## src/rtl/uart_rd_feeder.sv

```systemverilog
// uart_rd_feeder: 8N1 serial receiver, small character FIFO and the Apple-1
// terminal rd[7:1]/da/rda handshake. A host PC can drive the display through it.
// Optional feature macro: LOWERCASE_FOLD_EN (fold a..z to A..Z before storing).
//
// Handshake (towards the terminal): the feeder pops a character only while rda=1,
// places it on rd, waits DA_SETUP cycles with rd stable, then raises da. The
// terminal acknowledges by pulling rda low, which drops da. The feeder then waits
// for rda to return high before offering the next character. If rda never drops,
// da is released after ACK_TIMEOUT cycles and the character counts as delivered
// (ACK_TIMEOUT=0 waits forever). rd is held from one load until the next load.
module uart_rd_feeder #(
  parameter int CLKS_PER_BIT   = 124,
  parameter int FIFO_DEPTH_LOG = 4,
  parameter int DA_SETUP       = 2,
  parameter int ACK_TIMEOUT    = 65535
) (
  input  logic       clk,
  input  logic       rst,
  input  logic       rxd,
  output logic [7:1] rd,
  output logic       da,
  input  logic       rda,
  output logic       overrun,
  output logic       framing_err
);

  localparam int DEPTH  = 1 << FIFO_DEPTH_LOG;
  localparam int BIT_CW = $clog2(CLKS_PER_BIT + 1);
  localparam logic [BIT_CW-1:0] BIT_LAST  = BIT_CW'(CLKS_PER_BIT - 1);
  localparam logic [BIT_CW-1:0] HALF_LAST = BIT_CW'(CLKS_PER_BIT / 2 - 1);
  localparam logic [BIT_CW-1:0] BIT_ONE   = BIT_CW'(1);
  localparam logic [FIFO_DEPTH_LOG:0] FULL_COUNT = (FIFO_DEPTH_LOG + 1)'(DEPTH);
  localparam logic [FIFO_DEPTH_LOG:0] CNT_ONE    = (FIFO_DEPTH_LOG + 1)'(1);
  localparam logic [FIFO_DEPTH_LOG-1:0] PTR_ONE  = FIFO_DEPTH_LOG'(1);
  // A setup of 0 still costs the one SETUP cycle.
  localparam logic [15:0] SETUP_LAST = (DA_SETUP > 0) ? 16'(DA_SETUP - 1) : 16'd0;
  localparam logic [15:0] ACK_LAST   = 16'(ACK_TIMEOUT - 1);
  localparam bit ACK_FOREVER = (ACK_TIMEOUT == 0);

  typedef enum logic [1:0] {RX_IDLE, RX_START, RX_DATA, RX_STOP} rx_state_t;
  typedef enum logic [1:0] {HS_IDLE, HS_SETUP, HS_HOLD, HS_WAITRDY} hs_state_t;

  // ---------------- input synchroniser ----------------
  logic rxd_s1_q, rxd_s2_q, rxd_prev_q;

  // Two-flop synchroniser plus one delayed copy for falling-edge detection.
  always_ff @(posedge clk) begin
    if (rst) begin
      rxd_s1_q   <= 1'b1;
      rxd_s2_q   <= 1'b1;
      rxd_prev_q <= 1'b1;
    end else begin
      rxd_s1_q   <= rxd;
      rxd_s2_q   <= rxd_s1_q;
      rxd_prev_q <= rxd_s2_q;
    end
  end

  // ---------------- receiver ----------------
  rx_state_t         rx_state_q, rx_state_d;
  logic [BIT_CW-1:0] rx_cnt_q, rx_cnt_d;
  logic [2:0]        rx_bit_q, rx_bit_d;
  logic [6:0]        rx_data_q, rx_data_d;   // bit 7 of the byte is never kept
  logic              framing_err_q, framing_err_d;
  logic              push;
  logic [6:0]        push_data;

  // Receiver next state: mid-bit sampling, byte assembled LSB first.
  always_comb begin
    rx_state_d    = rx_state_q;
    rx_cnt_d      = rx_cnt_q;
    rx_bit_d      = rx_bit_q;
    rx_data_d     = rx_data_q;
    framing_err_d = 1'b0;
    push          = 1'b0;
    case (rx_state_q)
      RX_IDLE: begin
        if (rxd_prev_q && !rxd_s2_q) begin
          rx_state_d = RX_START;
          rx_cnt_d   = '0;
        end
      end
      RX_START: begin
        if (rx_cnt_q == HALF_LAST) begin
          rx_cnt_d = '0;
          rx_bit_d = 3'd0;
          // Line back high at mid start bit means it was only a glitch.
          rx_state_d = rxd_s2_q ? RX_IDLE : RX_DATA;
        end else begin
          rx_cnt_d = rx_cnt_q + BIT_ONE;
        end
      end
      RX_DATA: begin
        if (rx_cnt_q == BIT_LAST) begin
          rx_cnt_d = '0;
          if (rx_bit_q != 3'd7) rx_data_d[rx_bit_q] = rxd_s2_q;
          if (rx_bit_q == 3'd7) rx_state_d = RX_STOP;
          else                  rx_bit_d   = rx_bit_q + 3'd1;
        end else begin
          rx_cnt_d = rx_cnt_q + BIT_ONE;
        end
      end
      RX_STOP: begin
        if (rx_cnt_q == BIT_LAST) begin
          rx_cnt_d   = '0;
          rx_state_d = RX_IDLE;
          if (rxd_s2_q) push          = 1'b1;
          else          framing_err_d = 1'b1;
        end else begin
          rx_cnt_d = rx_cnt_q + BIT_ONE;
        end
      end
      default: rx_state_d = RX_IDLE;
    endcase
  end

  // Receiver registers.
  always_ff @(posedge clk) begin
    if (rst) begin
      rx_state_q    <= RX_IDLE;
      rx_cnt_q      <= '0;
      rx_bit_q      <= 3'd0;
      rx_data_q     <= 7'd0;
      framing_err_q <= 1'b0;
    end else begin
      rx_state_q    <= rx_state_d;
      rx_cnt_q      <= rx_cnt_d;
      rx_bit_q      <= rx_bit_d;
      rx_data_q     <= rx_data_d;
      framing_err_q <= framing_err_d;
    end
  end

  // Character presented to the FIFO, optionally folded to upper case.
  always_comb begin
`ifdef LOWERCASE_FOLD_EN
    if (rx_data_q >= 7'h61 && rx_data_q <= 7'h7A) push_data = rx_data_q - 7'h20;
    else                                          push_data = rx_data_q;
`else
    push_data = rx_data_q;
`endif
  end

  // ---------------- FIFO ----------------
  logic [6:0]                mem_q [DEPTH];
  logic [FIFO_DEPTH_LOG-1:0] wr_ptr_q, wr_ptr_d, rd_ptr_q, rd_ptr_d;
  logic [FIFO_DEPTH_LOG:0]   count_q, count_d;
  logic                      overrun_q, overrun_d;
  logic                      fifo_empty, fifo_full, pop, do_push;

  assign fifo_empty = (count_q == '0);
  assign fifo_full  = (count_q == FULL_COUNT);
  // A full FIFO still accepts a byte when a slot frees in the same cycle.
  assign do_push    = push && (!fifo_full || pop);

  // FIFO pointer/count bookkeeping and sticky overrun.
  always_comb begin
    wr_ptr_d  = do_push ? wr_ptr_q + PTR_ONE : wr_ptr_q;
    rd_ptr_d  = pop     ? rd_ptr_q + PTR_ONE : rd_ptr_q;
    count_d   = count_q;
    if (do_push && !pop) count_d = count_q + CNT_ONE;
    if (!do_push && pop) count_d = count_q - CNT_ONE;
    overrun_d = overrun_q | (push && !do_push);
  end

  // FIFO state registers.
  always_ff @(posedge clk) begin
    if (rst) begin
      wr_ptr_q  <= '0;
      rd_ptr_q  <= '0;
      count_q   <= '0;
      overrun_q <= 1'b0;
    end else begin
      wr_ptr_q  <= wr_ptr_d;
      rd_ptr_q  <= rd_ptr_d;
      count_q   <= count_d;
      overrun_q <= overrun_d;
    end
  end

  // FIFO storage; contents are don't-care until written.
  always_ff @(posedge clk) begin
    if (do_push) mem_q[wr_ptr_q] <= push_data;
  end

  // ---------------- terminal handshake ----------------
  hs_state_t   hs_state_q, hs_state_d;
  logic [15:0] hs_cnt_q, hs_cnt_d;
  logic [6:0]  rd_q, rd_d;
  logic        da_q, da_d;

  // Handshake next state: pop, setup delay, hold da until ack or timeout.
  always_comb begin
    hs_state_d = hs_state_q;
    hs_cnt_d   = hs_cnt_q;
    rd_d       = rd_q;
    da_d       = da_q;
    pop        = 1'b0;
    case (hs_state_q)
      HS_IDLE: begin
        if (!fifo_empty && rda) begin
          pop        = 1'b1;
          rd_d       = mem_q[rd_ptr_q];
          hs_cnt_d   = 16'd0;
          hs_state_d = HS_SETUP;
        end
      end
      HS_SETUP: begin
        if (hs_cnt_q == SETUP_LAST) begin
          da_d       = 1'b1;
          hs_cnt_d   = 16'd0;
          hs_state_d = HS_HOLD;
        end else begin
          hs_cnt_d = hs_cnt_q + 16'd1;
        end
      end
      HS_HOLD: begin
        if (!rda) begin
          da_d       = 1'b0;
          hs_state_d = HS_WAITRDY;
        end else if (!ACK_FOREVER && hs_cnt_q == ACK_LAST) begin
          da_d       = 1'b0;
          hs_state_d = HS_WAITRDY;
        end else begin
          hs_cnt_d = hs_cnt_q + 16'd1;
        end
      end
      HS_WAITRDY: begin
        if (rda) hs_state_d = HS_IDLE;
      end
      default: hs_state_d = HS_IDLE;
    endcase
  end

  // Handshake registers.
  always_ff @(posedge clk) begin
    if (rst) begin
      hs_state_q <= HS_IDLE;
      hs_cnt_q   <= 16'd0;
      rd_q       <= 7'd0;
      da_q       <= 1'b0;
    end else begin
      hs_state_q <= hs_state_d;
      hs_cnt_q   <= hs_cnt_d;
      rd_q       <= rd_d;
      da_q       <= da_d;
    end
  end

  assign rd          = rd_q;
  assign da          = da_q;
  assign overrun     = overrun_q;
  assign framing_err = framing_err_q;

endmodule
```

## config.mk

```make
export PLATFORM = sky130hd
export DESIGN_NAME = uart_rd_feeder
export DESIGN_NICKNAME = d
export VERILOG_FILES = /design/src/rtl/uart_rd_feeder.sv
export SDC_FILE = /design/constraint.sdc
export NUM_CORES = 1
export LEC_CHECK = 0
export CORE_AREA = 2 2 141 130
export DETAILED_ROUTE_END_ITERATION = 16
export DIE_AREA = 0 0 143 132
export GPL_TIMING_DRIVEN = 0
export PLACE_DENSITY = 0.65
export SYNTH_ARGS = -nofsm -noshare
export SYNTH_HDL_FRONTEND = slang
export SYNTH_SLANG_ARGS = --single-unit
```

## constraint.sdc

```tcl
create_clock -name clk -period 3.9 [get_ports clk]
set_input_delay 0.78 -clock clk [delete_from_list [all_inputs] [get_ports clk]]
set_output_delay 0.78 -clock clk [all_outputs]
set_load 0.1 [all_outputs]
```

==> results.yml, run 1 <==
status:
  status: "completed"
min_path:
  hp-class: "flop to flop"
logic_synthesis:
  synth_cells: 574
  syn-num-nets: 599
  seq_area_frac_synth_pct: 60.1
  synth_area_leaders: "edfxtp_1, dfxtp_1, mux4_2"
  ys_ff_latch: 175
  yosysWarningCount: 0
  syn-mean-instance-area_um2: 13.4
  synth-xor-area-share_pct: 0.910
  synthArstFlopShare_pct: 0
  yosys.area_share.simple_pct: 12.5
  yosysTopAreaCellShare_pct: 43.7
  synth_compound_area_share_pct: 8.71
  synth_area_um2: 7700
  synth_adder_area_share_pct: 3.51
  synth_cell_type_count: 56
  synth_ff_type: "edfxtp_1"
  synth_edf_count: 112
  yosysTopAreaCell: "edfxtp_1"
  synth_top_family_by_area: "simple AND/OR/NAND/NOR gates"
  synthMuxAreaShare_pct: 11.6
worst_setup_path:
  worst_ep_arrival_time_ns: 3.42
  slowest_delay_ns: 0.98
  cp.required_ns: 3.94
  crit_path_cell_trace: "ha_1 -> nand3b_1 -> nor4_4 -> and2_0 -> clkbuf_1 -> nand2_1 -> nor3_1"
  crit_path_start_kind: "flop"
  critPathMaxFanout: 8
  critPathKind: "flop to flop"
  critPathCaptureType: "flop"
  slowest_stage: "nor3_1"
pwr:
  power_frac_comb_pct: 22.6
  switching_power_uw: 1460
  power_uw: 4760
  internal_power_uw: 3290
  p_sw_share_pct: 30.7
  vdd_drop_max_mv: 0.337
  seq_power_share_pct: 43.1
  power_frac_clock_pct: 34.3
  leakagePower_uw: 0.00282
  powerDensity_nw_per_um2: 547
routing:
  drt-pass1-iter-count: 7
  ant_nets: 0
  totalWireLength_mm: 16.5
  wl_per_cell_um: 19.2
  first_iter_violations: 320
  drcViolationCount: 0
  route.vias.total: 4864
  post_drt_via_cell_ratio: 5.66
placed_design:
  portBuffers: 13
  dp_hpwl_mm: 11.2
  place_inst: 827
  pre_cts_slack_ns: 0.130
  gp_congestion: 0.839
timing:
  fin_crit_ns: 3.38
  maxSlewViolCount: 0
  relSlewSlack_pct: 15.3
  grt_setup_unrepaired: "false"
  hold_ws_ns: 0.409
  finalWorstSetupSlack_ns: 0.519
  timing.fmax_mhz: 296
  period_share_pct: 86.7
  setup_viol: 0
  setup-tns-final_ns: 0
  hold_viol_final: 0
  tightest_slew_ns: 1.26
  skew_ns: 0.0132
clock_tree:
  cts.sinks: 175
  cts_tree: "built"
  hold_buffers: 0
  root_buffer: "clkbuf_16"
  cts_post_setup_buffers_inserted: 0
  numCtsBuffers: 17
  clockBufferDepth: 2
  post_cts_resized: 0
  insertion_delay_ns: 0.43
  cts.reportedPaths.clkPinSlew_ns: 0.07
  cts_max_level: 4
floorplan:
  die_area_um2: 18900
  coreArea_um2: 17300
  rows: 46
  initial_core_util_pct: 44.4
  die_w_um: 143
  die_y_um: 132
  io_pins: 14
final_layout:
  area_delta_synth_final_pct: 13.0
  fin_nets: 632
  mostFrequentLayoutCell: "edfxtp_1"
  layout_common_cells: "edfxtp_1, dfxtp_1, a21oi_1, nand2_1, nor2_1"
  drive_above_1_share_pct: 14.2
  finalNonFillerCells: 860
  antenna_cells: 0
grt:
  grt_max_degree: 18
  gr-total-overflow: 0
  grt_usage_pct: 18.3
  grt_pass1_wl_mm: 26.2
  antenna_found_initial: 0
  grt_pass1_vias: 4683
job:
  cap_violations: 0
power groups by stage:
stage | clock network (uW) | registers (uW) | logic [uW]
finish | 1630 | 2050 | 1080
global route | 1740 | 2050 | 1170
CTS | 1660 | 2050 | 1080
detailed placement | 0 | 2090 | 1080
global placement | 0 | 2080 | 1060
floorplan | 0 | 2250 | 653
metrics by stage:
stage	cell area, um2	utilization [%]
finish	8700	50.2
global route	8700	50.2
CTS	8690	50.2
detailed placement	8130	46.9
global placement	8130	46.9
floorplan	7700	-
worst paths after layout:
| kind | slack [ns] | cells after the start | startpoint | end |
|---|---|---|---|---|
| worst max-delay path | 0.52 | 7 | rx_cnt_q[0] | mem_q[2][2] |
| worst min-delay path | 0.41 | 1 | rxd_s1_q | rxd_s2_q |
| worst max register to register | 0.52 | 7 | rx_cnt_q[0] | mem_q[2][2] |
| worst min register to register | 0.41 | 1 | rxd_s1_q | rxd_s2_q |
cell usage after synthesis, types with 4 or more instances:
cell type and n:
or4_1 14, o21ai_0 7, mux2i_1 9, ha_1 20, a311oi_1 7, clkbuf_1 21, nand3_1 20, buf_2 7
and4_1 4, a21o_1 6, inv_1 19, edfxtp_1 112, nand2b_1 7, nor2_1 38, a41oi_1 5, o31ai_1 15
nor3_1 11, mux4_2 35, dfxtp_1 63, a21oi_1 43, and3_1 5, nand4_1 10, nand2_1 40, xor2_1 5
kinds of logic after synthesis:
family,after synthesis
mux,45
buf+inv,51
simple gates,175
compound gates,99
fa+ha+maj,21
xor+xnor,8
flops,175
routing by layer:
metal  track usage (%)  share of wire (%)  wire, um
met1              25.8                 46      7520
met2              28.1                 47      7770
met4              4.79                1.3       218
met3              5.16                5.9       969
met5                 0                  0         0
registers in the layout, indices dropped and copies added, names as in the netlist, 2 cells and up, named ones only:
signal,flops
count_q,5
rd_ptr_q,4
rx_cnt_q,7
rd,7
rx_bit_q,3
hs_state_q,2
push_data,7
mem_q,112
wr_ptr_q,4
hs_cnt_q,16
worst max-delay path: cells and delay by family, from the launching register on:
family                   cells  cell delay (ns)
flip-flops                   1             0.43
adder cells (fa/ha/maj)      1             0.29
buffers and inverters        1             0.21
AND/OR/NAND/NOR              5             2.06
layout make-up:
type / instances / area, um2
Buffer: 32 / 140
Clock buffer: 19 / 433
Clock inverter: 13 / 129
Fill cell: 1442 / 8630
Inverter: 19 / 71.3
Multi-Input combinational cell: 348 / 2860
Sequential cell: 175 / 4620
Tap cell: 240 / 300
Timing Repair Buffer: 14 / 135
Note: power is estimated with default switching activity, not from simulation.
==> run 2: changes to the inputs <==
Settings changed: CTS_CLUSTER_SIZE set to 20, SKIP_CTS_REPAIR_TIMING set to 1, SLEW_MARGIN set to 10.
==> run 2 against run 1 <==
Against the previous run:
- cell area is essentially flat
- highest routed layer unchanged
- global-route usage is the same
- wire length grew 0.27%
- final cell count shrank 0.12%
- clock skew grew 0.0012 ns
- critical path type unchanged
- sequential cell count is the same
- non-clock buffer count shrank 1
- clock-buffer cell count is the same
- total power is essentially flat
- via count shrank 0.23%
- critical path depth grew 3
==> results.yml, run 2 (synthesis gave the netlist of run 1 again) <==
clock_tree:
  numCtsBuffers: 17
  insertion_delay_ns: 0.43
  cts_tree: "built"
  clockBufferDepth: 2
  cts.sinks: 175
  cts.reportedPaths.clkPinSlew_ns: 0.07
  cts_max_level: 4
  root_buffer: "clkbuf_16"
worst_setup_path:
  rrSetupSlack_ns: 0.56
  ff2ff_path_depth: 10
  worst_ep_arrival_time_ns: 3.67
  reg2reg_to: "count_q[4]"
  critPathBufInv: 1
  crit_family: "simple AND/OR/NAND/NOR gates"
  crit_path_cell_trace: "ha_1 -> nand3b_1 -> nor4_4 -> nand2b_1 -> inv_1 -> fa_1 -> a21o_1 -> a21oi_1 -> mux2i_1 -> mux2_2"
  slowest_delay_ns: 0.51
  r2r-start: "rx_cnt_q[0]"
  crit_path_start_kind: "flop"
  critPathKind: "flop to flop"
  critPathCaptureType: "flop"
  critPathMaxFanout: 9
  cp.depth: 10
  slowest_stage: "nor4_4"
  cp.required_ns: 4.23
floorplan:
  coreArea_um2: 17300
  die_w_um: 143
  initial_core_util_pct: 44.4
  io_pins: 14
  die_area_um2: 18900
  die_y_um: 132
  rows: 46
timing:
  timing.fmax_mhz: 299
  skew_ns: 0.0145
  hold_viol_final: 0
  tightest_slew_ns: 1.19
  hold_ws_ns: 0.409
  grt_setup_unrepaired: "false"
  setup_viol: 0
  fin_crit_ns: 3.34
  period_share_pct: 85.7
  setup-tns-final_ns: 0
  relSlewSlack_pct: 19.9
  maxSlewViolCount: 0
routing:
  first_iter_violations: 303
  drt-pass1-iter-count: 4
  drcViolationCount: 0
  wl_per_cell_um: 19.2
  ant_nets: 0
  route.vias.total: 4853
  totalWireLength_mm: 16.5
  post_drt_via_cell_ratio: 5.65
min_path:
  worstHoldStart: "rxd_s1_q"
  hold_depth: 1
  hp-class: "flop to flop"
  holdPathEnd: "rxd_s2_q"
placed_design:
  dp_hpwl_mm: 11.2
  gp_congestion: 0.839
  place_inst: 827
  portBuffers: 13
pwr:
  powerDensity_nw_per_um2: 547
  vdd_drop_max_mv: 0.339
  power_uw: 4760
  leakagePower_uw: 0.00282
grt:
  grt_usage_pct: 18.3
  gr-total-overflow: 0
  antenna_found_initial: 0
  grt_max_degree: 18
  grt_pass1_vias: 4683
  grt_pass1_wl_mm: 26.2
final_layout:
  finalNonFillerCells: 859
  layout_common_cells: "edfxtp_1, dfxtp_1, a21oi_1, nand2_1, nor2_1"
  antenna_cells: 0
  largest_reg_flops: 112
  fin_nets: 631
  area_delta_synth_final_pct: 13.0
  mostFrequentLayoutCell: "edfxtp_1"
  finish.utilization_pct: 50.2
  drive_above_1_share_pct: 14.4
  regMostFlops: "mem_q"
  biggestRegsByFlops: "mem_q (112), hs_cnt_q (16)"
job:
  cap_violations: 0
status:
  status: "completed"
run 2: cell count changes in the layout (fill, tap and decap cells not counted):
cell,before,now
nor3_2,0,2
nor3_1,11,9
buf_2,8,7
run 2: per-stage QoR:
| step | worst slack [ns] | instance area, um2 |
|---|---|---|
| final | 0.557 | 8700 |
| after global routing | 0.237 | 8700 |
| after CTS | 0.477 | 8690 |
| after detailed placement | 0.130 | 8130 |
| after global placement | 0.229 | 8130 |
| after floorplan | 1.02 | 7700 |
run 2: worst max-delay path by stage:
stage           startpoint     endpoint  slack [ns]
2_1_floorplan  rx_cnt_q[0]   count_q[4]        1.02
3_3_place_gp           rda  mem_q[0][6]        0.23
3_5_place_dp           rda  mem_q[2][6]        0.13
4_1_cts        rx_cnt_q[0]  mem_q[0][4]        0.48
5_1_grt        rx_cnt_q[0]   count_q[4]        0.24
6_report       rx_cnt_q[0]   count_q[4]        0.56
run 2: where the power goes:
part	leakage (uW)	internal, uW	switching (uW)
clock	0.000266	894	739
sequential	0.00155	2000	47.0
combinational	0.00101	401	677
total	0.00282	3290	1460
run 2: routing by layer:
metal	global-route usage (%)	wire, um
met5	0	0
met4	4.79	158
met2	28.1	7880
met1	25.8	7560
met3	5.16	922
run 2: area by class of cell:
class	instances	area [um2]
Multi-Input combinational cell	348	2870
Clock buffer	19	433
Fill cell	1439	8620
Sequential cell	175	4620
Buffer	32	140
Tap cell	240	300
Clock inverter	13	129
Timing Repair Buffer	13	130
Inverter	19	71.3
==> run 3: changes to the inputs <==
Settings changed: ABC_AREA set to 1, CORE_AREA 2 2 141 130 to 2 2 145 133, DIE_AREA 0 0 143 132 to 0 0 147 135, PLACE_DENSITY 0.65 to 0.67.
Clock period 3.9 ns to 2.88 ns, I/O delays scaled along.
==> run 3 against run 2 <==
Against the previous run:
- clock power is 53% higher
- hold slack gained 0.012 ns
- sequential cell count did not move
- non-clock buffer count grew 3
- largest cell class unchanged
==> results.yml, run 3 <==
worst_setup_path:
  critPathCaptureType: "flop"
  slowest_delay_ns: 0.62
  r2r-start: "hs_state_q[0]"
  crit_start: "rda"
  critPathKind: "primary input to flop"
  worst_ep_arrival_time_ns: 2.94
  ff2ff_path_depth: 12
  cp.required_ns: 3.21
  crit_path_start_kind: "primary input"
  critPathMostFrequentCell: "nand2_1"
  slowest_stage: "clkdlybuf4s50_1"
  critPathMaxFanout: 8
  reg2reg_to: "count_q[4]"
  rrSetupSlack_ns: 0.30
  crit_path_cell_trace: "clkdlybuf4s50_1 -> nand3_2 -> inv_2 -> nand2_1 -> inv_1 -> ha_1 -> a21o_1 -> a31oi_1 -> nand2_1 -> a21oi_1 -> nor2_1"
timing:
  fin_crit_ns: 2.61
  setup-tns-final_ns: 0
  relSlewSlack_pct: 34.6
  tightest_slew_ns: 0.977
  setup_viol: 0
  hold_viol_final: 0
  period_share_pct: 90.6
  skew_ns: 0.0115
  maxSlewViolCount: 0
  grt_setup_unrepaired: "false"
  timing.fmax_mhz: 383
logic_synthesis:
  synth_area_um2: 8150
  yosysTopAreaCell: "edfxtp_1"
  synth_ff_type: "edfxtp_1"
  synth_top_cells_by_count: "nor2_1, nand2_1, edfxtp_1"
  yosysTopAreaCellShare_pct: 41.3
  synthArstFlopShare_pct: 0
  synth_cell_type_count: 37
  synth.most_common_cell: "nor2_1"
  yosysWarningCount: 0
  synth_cells: 900
  seq_area_frac_synth_pct: 56.8
  syn-mean-instance-area_um2: 9.05
  syn-num-nets: 925
  synth_edf_count: 112
  synth_area_leaders: "edfxtp_1, dfxtp_1, nor2_1"
  ys_ff_latch: 175
clock_tree:
  cts_max_level: 4
  clockBufferDepth: 2
  cts.sinks: 175
  cts.reportedPaths.clkPinSlew_ns: 0.07
  root_buffer: "clkbuf_16"
  numCtsBuffers: 17
  cts_tree: "built"
  insertion_delay_ns: 0.44
floorplan:
  die_area_um2: 19800
  io_pins: 14
  die_w_um: 147
  rows: 47
  coreArea_um2: 18200
  initial_core_util_pct: 44.7
  die_y_um: 135
final_layout:
  finalNonFillerCells: 1189
  antenna_cells: 0
  fin_nets: 956
  mostFrequentLayoutCell: "nor2_1"
  area_delta_synth_final_pct: 13.2
  seqCellArea_um2: 4620
  biggestRegsByFlops: "mem_q (112), hs_cnt_q (16)"
  largest_reg_flops: 112
  drive_above_1_share_pct: 7.20
  fillers: 1688
  multi_input_area_um2: 3050
  regMostFlops: "mem_q"
  layout_common_cells: "nor2_1, nand2_1, edfxtp_1, inv_1, o21ai_0"
grt:
  antenna_found_initial: 0
  grt_usage_pct: 20.4
  grt_pass1_wl_mm: 30.9
  grt_pass1_vias: 5796
  gr-total-overflow: 0
  grt_max_degree: 18
pwr:
  powerDensity_nw_per_um2: 706
  leakagePower_uw: 0.00354
  vdd_drop_max_mv: 0.667
placed_design:
  place_inst: 1157
  gp_congestion: 0.979
  dp_hpwl_mm: 13.0
  portBuffers: 12
routing:
  drt-pass1-iter-count: 7
  post_drt_via_cell_ratio: 5.22
  wl_per_cell_um: 16.3
  totalWireLength_mm: 19.3
  drcViolationCount: 0
  first_iter_violations: 583
  ant_nets: 0
  route.vias.total: 6202
min_path:
  hold_depth: 1
  holdPathEnd: "rxd_s2_q"
  worstHoldStart: "rxd_s1_q"
  hp-class: "flop to flop"
job:
  cap_violations: 0
status:
  status: "completed"
==> run 3: stage by stage <==
stage	utilization (%)	area [um2]	hold WS, ns	total power [uW]	setup WS [ns]
after floorplan	-	8150	0.389	3760	0.652
final	50.6	9220	0.421	6510	0.270
after global routing	50.6	9220	0.437	6820	0.0369
after global placement	47.0	8570	0.392	4030	-0.252
after detailed placement	47.0	8570	0.398	4060	-0.279
after CTS	50.5	9220	0.416	6530	0.179
==> run 3: worst max path at each step <==
stage,endpoint,slack [ns],cells past startpoint
4_1_cts,count_q[4],0.18,11
3_5_place_dp,count_q[4],-0.28,13
2_1_floorplan,count_q[4],0.65,16
5_1_grt,count_q[4],0.04,16
3_3_place_gp,count_q[4],-0.25,13
6_report,count_q[4],0.27,11
==> run 3: cell type report <==
cell class                 count  area share, %
inverter                      81           3.30
timing repair buffer          12           1.30
clock inverter                13           2.14
buffer                        36           1.86
sequential                   175           50.2
clock buffer                  19           4.80
tap                          245           3.32
multi-input combinational    608           33.1
==> run 3: critical path, delay by kind of cell <==
| family | cells | cell delay, ns |
|---|---|---|
| buffers and inverters | 3 | 1.00 |
| AND/OR/NAND/NOR | 4 | 0.53 |
| adder cells (fa/ha/maj) | 1 | 0.29 |
| AO/OA/AOI/OAI | 3 | 0.54 |
==> run 3: routing by layer <==
metal / track usage, % / vias to the layer above / wire length (um)
met2: 32.3 / 207 / 8740
met3: 3.65 / 24 / 1210
met5: 0 / - / 0
met4: 7.26 / 0 / 384
li1: - / 3104 / -
met1: 28.3 / 2867 / 8990
==> run 3: kinds of logic after synthesis <==
kind of cell / share of synthesized area (%)
AND/OR/NAND/NOR: 21.6
buffers and inverters: 5.84
AO/OA/AOI/OAI: 11.8
adder cells (fa/ha/maj): 3.32
XOR/XNOR: 0.645
flip-flops: 56.8
==> run 3: power breakdown <==
group	internal [uW]	switching [uW]	total, uW
Combinational	385	819	1200
Sequential	2720	82.2	2800
Clock	1500	1010	2500
